File: src/rtl/div_bcd_out.sv
// div_bcd_out: converts a binary quotient/remainder pair into packed BCD.
// Both operands run through double-dabble (add-3 then shift) in parallel,
// stepped by one shared bit counter; the result is held for the consumer
// through a valid/ready output handshake.
//
// Handshake semantics (both ports): a transfer happens on a rising edge where
// valid and ready are both 1. The producer keeps valid and data steady until
// that edge. ready never depends combinationally on valid; it is decoded
// from the registered state only.
module div_bcd_out #(
  parameter int W      = 10,
  parameter int DIGITS = 4
) (
  input  logic                clk,
  input  logic                rst_n,
  input  logic                in_valid,
  output logic                in_ready,
  input  logic [W-1:0]        quo,
  input  logic [W-1:0]        rem,
  output logic                out_valid,
  input  logic                out_ready,
  output logic [4*DIGITS-1:0] quo_bcd,
  output logic [4*DIGITS-1:0] rem_bcd,
  output logic                busy,
  output logic [1:0]          dbg_state
);

  localparam int CW = $clog2(W + 1);
  localparam int BW = 4 * DIGITS;
  localparam logic [CW-1:0] LAST = CW'(W - 1);

  typedef enum logic [1:0] {
    IDLE  = 2'd0,
    SHIFT = 2'd1,
    DONE  = 2'd2
  } state_t;

  state_t          state;
  logic [CW-1:0]   cnt;
  logic [W-1:0]    qsr;
  logic [W-1:0]    rsr;
  logic [BW-1:0]   qacc;
  logic [BW-1:0]   racc;
  logic [BW-1:0]   qacc_adj;
  logic [BW-1:0]   racc_adj;
  logic [BW-1:0]   qacc_nxt;
  logic [BW-1:0]   racc_nxt;

  // Add 3 to every nibble that is 5 or more, so the following left shift
  // carries correctly into the next decimal digit.
  function automatic logic [BW-1:0] add3(input logic [BW-1:0] a);
    logic [BW-1:0] r;
    logic [3:0]    nib;
    r = '0;
    for (int i = 0; i < DIGITS; i++) begin
      nib = a[4*i +: 4];
      r[4*i +: 4] = (nib >= 4'd5) ? nib + 4'd3 : nib;
    end
    return r;
  endfunction

  // Next accumulator values: adjust, then shift in the operand MSB.
  always_comb begin
    qacc_adj = add3(qacc);
    racc_adj = add3(racc);
    qacc_nxt = {qacc_adj[BW-2:0], qsr[W-1]};
    racc_nxt = {racc_adj[BW-2:0], rsr[W-1]};
  end

  // Control FSM plus datapath registers; the result registers load on the
  // last shift edge so they only ever hold complete conversions.
  always_ff @(posedge clk or negedge rst_n) begin
    if (!rst_n) begin
      state   <= IDLE;
      cnt     <= '0;
      qsr     <= '0;
      rsr     <= '0;
      qacc    <= '0;
      racc    <= '0;
      quo_bcd <= '0;
      rem_bcd <= '0;
    end else begin
      case (state)
        IDLE: begin
          if (in_valid) begin
            qsr   <= quo;
            rsr   <= rem;
            qacc  <= '0;
            racc  <= '0;
            cnt   <= '0;
            state <= SHIFT;
          end
        end
        SHIFT: begin
          qacc <= qacc_nxt;
          racc <= racc_nxt;
          qsr  <= {qsr[W-2:0], 1'b0};
          rsr  <= {rsr[W-2:0], 1'b0};
          if (cnt == LAST) begin
            quo_bcd <= qacc_nxt;
            rem_bcd <= racc_nxt;
            state   <= DONE;
          end else begin
            cnt <= cnt + CW'(1);
          end
        end
        DONE: begin
          if (out_ready) state <= IDLE;
        end
        default: state <= IDLE;
      endcase
    end
  end

  assign in_ready  = (state == IDLE);
  assign out_valid = (state == DONE);
  assign busy      = (state == SHIFT);
  assign dbg_state = state;

endmodule
File: config.mk
export PLATFORM = sky130hd
export DESIGN_NAME = div_bcd_out
export DESIGN_NICKNAME = d
export VERILOG_FILES = /design/src/rtl/div_bcd_out.sv
export SDC_FILE = /design/constraint.sdc
export NUM_CORES = 1
export LEC_CHECK = 0
export ABC_AREA = 1
export CORE_MARGIN = 8
export CORE_UTILIZATION = 50
export CTS_CLUSTER_DIAMETER = 80
export CTS_CLUSTER_SIZE = 10
export DETAILED_ROUTE_END_ITERATION = 7
export PLACE_DENSITY = 0.74
export SYNTH_ARGS = -nofsm -noshare
export SYNTH_HDL_FRONTEND = slang
export SYNTH_SLANG_ARGS = --single-unit
File: constraint.sdc
create_clock -name clk -period 2.86 [get_ports clk]
set_clock_uncertainty 0.15 [all_clocks]
set_input_delay 0.429 -clock clk [delete_from_list [all_inputs] [get_ports clk]]
set_output_delay 0.429 -clock clk [all_outputs]
set_load 0.005 [all_outputs]
# Yosys cells after proc, flatten, opt, wreduce, memory -nomap -nowiden
# Index checks and enable logic that the tools add are counted.
[classes]
order_cmp = 8
muxes = 22
n_eq_ne = 7
n_reduce_logical = 6
add_sub_neg = 9
[op_table]
columns = ["cell", "count"]
rows = [
  ["$pmux 16 s2", 2],
  ["$pmux 10 s2", 2],
  ["$ge 4x3->1 const B", 8],
  ["$mux 4", 8],
  ["$add 4x2->4 const B", 6],
  ["$mux 10", 2],
  ["$mux 16", 1],
  ["$pmux 4 s2", 1],
  ["$add 3x2->3 const B", 2],
  ["$mux 2", 3],
  ["$mux 3", 2],
  ["$pmux 2 s3", 1],
  ["$reduce_and 3->1", 2],
  ["$add 4x1->4 const B", 1],
  ["$eq 4x4->1 const B", 1],
  ["$ne 2x1->1 const B", 2],
  ["$ne 2x2->1 const B", 2],
  ["$reduce_and 2->1", 2],
  ["$eq 2x1->1 const B", 1],
  ["$eq 2x2->1 const B", 1],
  ["$logic_not 2->1", 1],
  ["$reduce_bool 2->1", 1],
]
[word_totals]
elab_cells = 60
input_bits = 24
regBits = 90
out_inout_bits = 37

# Depth between registers and ports, before layout
# Gate-level depths: netlist of run 1.
[logic_depth]
word_depth = 3
mapped_depth = 9
depth_no_buf = 9

# Worst setup path before layout of run 1
# OpenSTA, ideal clock, no wires.
[synth_path]
kind = "register -> register"
start = "register cnt[0]"
end = "register rem_bcd[12]"
stages_incl_launch_ff = 8
setup_slack_ns = 1.395
required_time_ns = 2.592
setup_time_ns = 0.118
synth_period_minus_slack_ns = 1.465
t_arrival_ns = 1.197
n_path_buf = 2
cell_sequence = "dfrtp_1 > ha_1 > nand3_1 > nor2_4 > buf_4 > buf_4 > nand3_1 > nand2_1"
[synth_via]
elab_chain_len = 2
[synth_lines]
columns = ["element", "line_no", "source"]
rows = [
  ["from (decl)", "39", "logic [CW-1:0] cnt;"],
  ["from (signal assigned)", "104", "cnt <= cnt + CW'(1);"],
  ["$eq 4x4->1", "99", "if (cnt == LAST) begin"],
  ["$reduce_and 2->1 (no source line)", "n/a", ""],
  ["to (signal assigned)", "101", "rem_bcd <= racc_nxt;"],
  ["to (decl)", "23", "output logic [4*DIGITS-1:0] rem_bcd,"],
]
# No other way between the ends.
# A chain may end at the register's enable or synchronous reset.

# Worst setup path in the final report of run 1
[layout_path]
start = "register state[0], in the netlist dbg_state[0]"
end = "output busy"
[layout_via]
elab_chain_len = 1
[layout_lines]
columns = ["element", "line_no", "source"]
rows = [
  ["from (decl)", "38", "state_t state;"],
  ["from (signal assigned)", "74", "state <= IDLE;"],
  ["from (signal assigned)", "91", "state <= SHIFT;"],
  ["from (signal assigned)", "102", "state <= DONE;"],
  ["$eq 2x1->1", "117", "assign busy = (state == SHIFT);"],
  ["to (decl)", "24", "output logic busy,"],
]
# No other way between the ends.

==> key figures, run 1 <==
Placed design
  – IO buf count: 60
  – Placed cell area: 0.00523 sq mm
  – DP HPWL: 6.86 mm
  – Post-Place Cells: 727
  – GP Congestion: 0.826

Synthesis
  – Synth unique cells: 25
  – Dominant cell type by area after synthesis: dfrtp_1
  – Synth Warn #: 0
  – Top post-synthesis cells by area: dfrtp_1 49%, nand2_1 18%, nand3_1 6.8%, o21ai_0 5.4%, inv_1 5.0%
  – Post-synthesis sequential area ratio: 49.3%
  – Mapped Nets: 614
  – Post-synthesis xor/xnor area fraction: 0.192%
  – Adder-cell area share of the yosys netlist: 4.93%
  – #FFs+latches synth: 90
  – Main combinational cell family by area after synthesis: simple AND/OR/NAND/NOR gates
  – Mean Syn Cell Area: 7.99 sq um
  – Fraction of the mapped netlist area in simple logic gates: 28.1%
  – Post-synthesis mux area share: 0%
  – Share of the synthesized area in the top cell type: 49.3%
  – Synth Area in Compound Gates: 9.41%
  – Synth Cell Area: 0.00457 sq mm
  – Synth Instances: 572

Routing
  – Routed Antenna Nets: 0
  – DR pass1 iterations: 4
  – DR iter-0 viols: 170
  – Vias/cell: 5.14
  – Total Wirelength: 9.86 mm
  – Vias: 3,817
  – DRC viols: 0
  – Drt wl/cell: 13.3 um

Clock network
  – Post-CTS sizing: 0
  – Maximum root-to-sink buffer count: 2
  – CTS tree: yes
  – Clock Latency Late Sink: 350 ps
  – H-tree Lvls: 3
  – Sink Count: 90
  – Clock-pin slew on the worst setup and hold paths: 80 ps
  – Cts bufs inserted: 9
  – Buffer count from post-CTS setup fixing: 0
  – CTS Root Cell: clkbuf_8

Global routing
  – Largest net degree at the start of global routing: 54
  – GR Overflow Total: 0
  – GRT Total Usage: 16.4%
  – Initial antenna violation count: 0
  – Vias in the first global route: 3,884
  – First-pass GRT wire length: 17.3 mm

STA
  – Max Clk Rate: 417 MHz
  – Max-slew violations: 0
  – Hold Vio Cnt, Final: 0
  – Worst-Margin Slew: 617 ps
  – Final period util: 83.9%
  – Slew headroom: 58.8%
  – Crit path time final: 2400 ps
  – Final TNS setup: 0 ps
  – RSZ-0062 raised after global routing: no
  – Setup violators final: 0

Setup path
  – Critical Path Start Type: register
  – Arrival @ worst endpoint: 1820 ps
  – Worst flop-to-flop path startpoint: dbg_state[0]
  – WP data required: 2280 ps
  – Critical path class: reg2out
  – Max FO, Critical Path: 46
  – CP Capture Type: output port
  – Critical path's top delay family: buffers and inverters
  – Crit. Startpoint: dbg_state[0]
  – WP buf/inv: 2
  – Slowest CP cell: clkdlybuf4s50_1
  – Slowest stage delay, CP: 520 ps
  – Ordered cell list for the critical path: nand2_4, inv_2, clkdlybuf4s50_1

Pwr
  – NetSw: 0.00258 W
  – Worst vdd ir: 0.000702 V
  – PD cells: 1110 mW/mm^2
  – Logic pwr share: 49.3%
  – Sw Share: 42.8%
  – Pwr Total: 0.00604 W
  – Internal: 0.00346 W
  – Clock power frac: 14.0%
  – Seq pwr share: 36.7%
  – Pleak: 2.74 nW

Hold path
  – Hold crit path type: reg2reg
  – Hold Path Origin: quo_bcd[7]

Finish
  – Fill cells: 799
  – Diodes inserted: 0
  – Syn-to-layout area delta: 18.6%
  – Layout Nets: 670
  – Final instance area: 0.00542 sq mm
  – Cell Count, Final, Fillers Out: 743
  – Final core occ: 59.8%
  – Layout cells sized above 1: 6.17%

Die
  – Die Area: 0.0125 sq mm
  – Starting density of the core: 50.4%
  – Die width: 112 um
  – Die height: 112 um
  – Core area: 0.00906 sq mm
  – # IOs: 61
  – Row count: 35

Flow run
  – MaxCap Viol Count: 0

Run status
  – Outcome: finished, final reports clean
## repair_timing
item	4_1_cts	5_1_grt
hold buffers	1	0
endpoints found under the hold margin	37	0
setup endpoints to repair	0	0
## stage by stage
step	setup slack (ps)	hold WS (ps)
after floorplan	1390	-16.6
after global placement	795	288
after detailed placement	697	295
after CTS	433	336
after global routing	344	353
final	460	334
## worst register-to-register path, cell delays in order, from the launching register on
cell and delay (ps):
dfrtp_1 470, nand2_4 300, inv_2 180, buf_4 340, nand2_1 190, nand2_1 200, nand2_1 90, o21ai_0 80
## registers in the layout (all words and copies together), names as in the netlist
signal / cells
qacc: 16
quo_bcd: 16
racc: 16
rem_bcd: 16
qsr: 10
rsr: 10
cnt: 4
dbg_state: 2
## metal layers
metal,GRT usage (%),share of wire [%],vias to the layer above
met1,20.5,47,1782
met4,5.74,1.5,0
li1,-,-,1940
met5,0,0,-
met2,27.3,47,82
met3,3.84,4.8,13
## path summary, 6_finish.rpt
path	to	slack, ps	cells past startpoint
setup / recovery	busy	460	3
hold / removal	quo_bcd[7]	330	2
setup reg to reg	cnt[1]	790	7
hold reg to reg	quo_bcd[7]	330	2
max in group asynchronous	quo_bcd[15]	1450	3
min in group asynchronous	rem_bcd[9]	440	2
## power by group through the flow
stage,Sequential [W],Combinational (W),Clock (W)
floorplan,0.00218,0.00210,0
global placement,0.00221,0.00286,0
detailed placement,0.00223,0.00299,0
CTS,0.00221,0.00300,0.000864
global route,0.00229,0.00344,0.000908
finish,0.00221,0.00298,0.000848
## cells in the final DEF (no fill, tap or decap), drive strengths merged, types with 4 or more instances in the layout
master         count
a21boi             5
buf                5
clkbuf            12
clkdlybuf4s50     59
dfrtp             90
ha                18
inv               65
nand2            221
nand3             62
nand4             15
nor2               8
o21ai             62
o22ai              4
## cell families after synthesis
| kind of cell | count (synthesis) |
|---|---|
| AO/OA/AOI/OAI | 72 |
| AND/OR/NAND/NOR | 306 |
| adder cells (fa/ha/maj) | 18 |
| XOR/XNOR | 1 |
| buffers and inverters | 85 |
| flip-flops | 90 |
## cells in the mapped netlist, drive strengths merged
| cell type | number |
|---|---|
| a21boi | 5 |
| buf | 18 |
| clkbuf | 2 |
| dfrtp | 90 |
| ha | 18 |
| inv | 65 |
| nand2 | 221 |
| nand3 | 62 |
| nand4 | 15 |
| nor2 | 8 |
| o21ai | 62 |
| o22ai | 4 |
| o31ai | 1 |
| xnor2 | 1 |
## area by class of cell
class	count	area [sq um]	share of cell area (%)
Clock inverter	3	40.0	0.739
Inverter	65	244	4.50
Timing Repair Buffer	65	651	12.0
Tap cell	111	139	2.56
Clock buffer	12	145	2.68
Sequential cell	90	2250	41.5
Multi-Input combinational cell	397	1950	36.0
Power figures use the tool's default switching activity.
==> run 2, diff against run 1 <==
clock period = 2.35 ns   (was 2.86 ns; I/O delays follow)
==> run 2 against run 1 <==
Compared with the run above:
- worst hold slack got worse by 1.7 ps
- sequential power rose by 23%
- final cell count rose by 0.40%
- clock power rose by 29%
- non-clock buffer count rose by 2
- worst setup slack got worse by 210 ps
- sequential share of layout area fell by 0.36 points
- critical path depth rose by 1
- via count rose by 1.9%
- clock-buffer cell count did not move
- flip-flop and latch count did not move
- first-iteration DRC count fell by 6.5%
- critical path type unchanged
- largest cell class unchanged
- largest power group unchanged
==> key figures, run 2 (same netlist as run 1, synthesis figures left out) <==
Clock network
  – Hold buffer count at CTS: 1 (unchanged)
  – CTS tree: yes (unchanged)
  – Cts bufs inserted: 9 (unchanged)
  – Sink Count: 90 (unchanged)
  – Buffer count from post-CTS setup fixing: 0 (unchanged)
  – Clock Latency Late Sink: 350 ps (about the same)
  – H-tree Lvls: 3 (unchanged)
  – CTS Root Cell: clkbuf_8 (unchanged)
  – Maximum root-to-sink buffer count: 2 (unchanged)
  – Clock-pin slew on the worst setup and hold paths: 90 ps (was 80 ps)
  – Post-CTS sizing: 0 (unchanged)

Pwr
  – Pleak: 2.76 nW (was 2.74 nW)
  – PD cells: 1370 mW/mm^2 (was 1110 mW/mm^2)
  – Pwr Total: 0.00747 W (was 0.00604 W)
  – Worst vdd ir: 0.000565 V (was 0.000702 V)

Setup path
  – Critical Path Start Type: register (unchanged)
  – Critical path class: reg2out (unchanged)
  – CP Capture Type: output port (unchanged)
  – Arrival @ worst endpoint: 1600 ps (was 1820 ps)
  – Max FO, Critical Path: 10 (was 46)
  – WP data required: 1850 ps (was 2280 ps)

Global routing
  – GRT Total Usage: 17.2% (was 16.4%)
  – GR Overflow Total: 0 (unchanged)
  – Vias in the first global route: 3,919 (was 3,884)
  – Largest net degree at the start of global routing: 55 (was 54)
  – Initial antenna violation count: 0 (unchanged)
  – First-pass GRT wire length: 17.9 mm (was 17.3 mm)

STA
  – Worst-Margin Slew: 634 ps (was 617 ps)
  – Slew headroom: 57.7% (was 58.8%)
  – Setup violators final: 0 (unchanged)
  – Final TNS setup: 0 ps (unchanged)
  – Max Clk Rate: 475 MHz
  – RSZ-0062 raised after global routing: no (unchanged)
  – Max-slew violations: 0 (unchanged)
  – Final period util: 89.5%
  – Crit path time final: 2100 ps
  – Hold Vio Cnt, Final: 0 (unchanged)

Finish
  – Commonest non-fill, non-tap cell in the layout: nand2_1 (unchanged)
  – Layout cells sized above 1: 6.77% (was 6.17%)
  – Layout Nets: 672 (was 670)
  – Syn-to-layout area delta: 19.6% (was 18.6%)
  – Most used cells in the layout excluding fill and tap cells: 218 x nand2_1, 90 x dfrtp_1, 62 x nand3_1 (unchanged)
  – Diodes inserted: 0 (unchanged)

Die
  – Die width: 112 um (unchanged)
  – # IOs: 61 (unchanged)
  – Die Area: 0.0125 sq mm (unchanged)
  – Core area: 0.00906 sq mm (unchanged)
  – Die height: 112 um (unchanged)
  – Starting density of the core: 50.4% (unchanged)
  – Row count: 35 (unchanged)

Routing
  – Vias/cell: 5.22 (was 5.14)
  – Routed Antenna Nets: 0 (unchanged)
  – Vias: 3,891 (was 3,817)
  – DRC viols: 0 (unchanged)
  – DR iter-0 viols: 159 (was 170)
  – Drt wl/cell: 13.5 um (was 13.3 um)
  – Total Wirelength: 10.1 mm (was 9.86 mm)
  – DR pass1 iterations: 4 (unchanged)

Flow run
  – MaxCap Viol Count: 0 (unchanged)

Placed design
  – IO buf count: 60 (unchanged)
  – GP Congestion: 0.797 (was 0.826)
  – DP HPWL: 7.01 mm (was 6.86 mm)

Run status
  – Outcome: finished, final reports clean (unchanged)

Hold path
  – Hold crit path type: reg2reg (unchanged)
run 2: cell count changes in the layout (fill, tap and decap cells not counted), sizes merged:
cell | before | now
clkinv | 2 | 1
clkinvlp | 0 | 2
buf | 5 | 7
run 2: where the power goes:
part | internal (W) | leakage (nW) | total (W) | switching (W)
Combinational | 0.00149 | 1.52 | 0.00367 | 0.00217
Clock | 0.000549 | 0.0986 | 0.00109 | 0.000544
Sequential | 0.00224 | 1.14 | 0.00271 | 0.000470
Total | 0.00428 | 2.76 | 0.00747 | 0.00319
run 2: layout make-up:
cell class / count / area [sq um]
fill: 798 / 3600
sequential: 90 / 2250
multi-input combinational: 397 / 1950
timing repair buffer: 67 / 678
inverter: 65 / 244
clock buffer: 12 / 155
tap: 111 / 139
clock inverter: 4 / 50.0
run 2: metal layers:
layer / track usage (%) / part of all wire [%] / vias up
li1: - / - / 1944
met1: 20.7 / 45 / 1843
met2: 29.2 / 48 / 89
met3: 4.17 / 5.2 / 15
met4: 6.47 / 1.6 / 0
met5: 0 / 0 / -
run 2: final timing paths:
path	start	end	slack [ps]	depth (start not counted)
hold / removal	rem_bcd[12]	rem_bcd[12]	330	2
hold reg to reg	rem_bcd[12]	rem_bcd[12]	330	2
setup / recovery	dbg_state[1]	busy	250	4
max in group asynchronous	rst_n	quo_bcd[9]	1020	3
min in group asynchronous	rst_n	rem_bcd[11]	350	2
setup reg to reg	dbg_state[0]	qacc[7]	460	5
run 2: per-stage QoR:
| step | hold WS [ps] | area (sq um) | util [%] | setup WS, ps | instances |
|---|---|---|---|---|---|
| 2_1_floorplan | -93.1 | 4570 | - | 885 | 572 |
| 6_report | 332 | 5470 | 60.3 | 246 | 746 |
| 5_1_grt | 354 | 5470 | 60.3 | 161 | 746 |
| 3_5_place_dp | 207 | 5250 | 58.0 | 487 | 729 |
| 3_3_place_gp | 200 | 5250 | 58.0 | 545 | 729 |
| 4_1_cts | 339 | 5470 | 60.3 | 220 | 746 |
run 2: worst max-delay path, cell delays in order, from the launching register on:
cell	delay, ps
dfrtp_1	420
inv_2	100
nand2_4	110
inv_2	110
clkdlybuf4s50_1	500
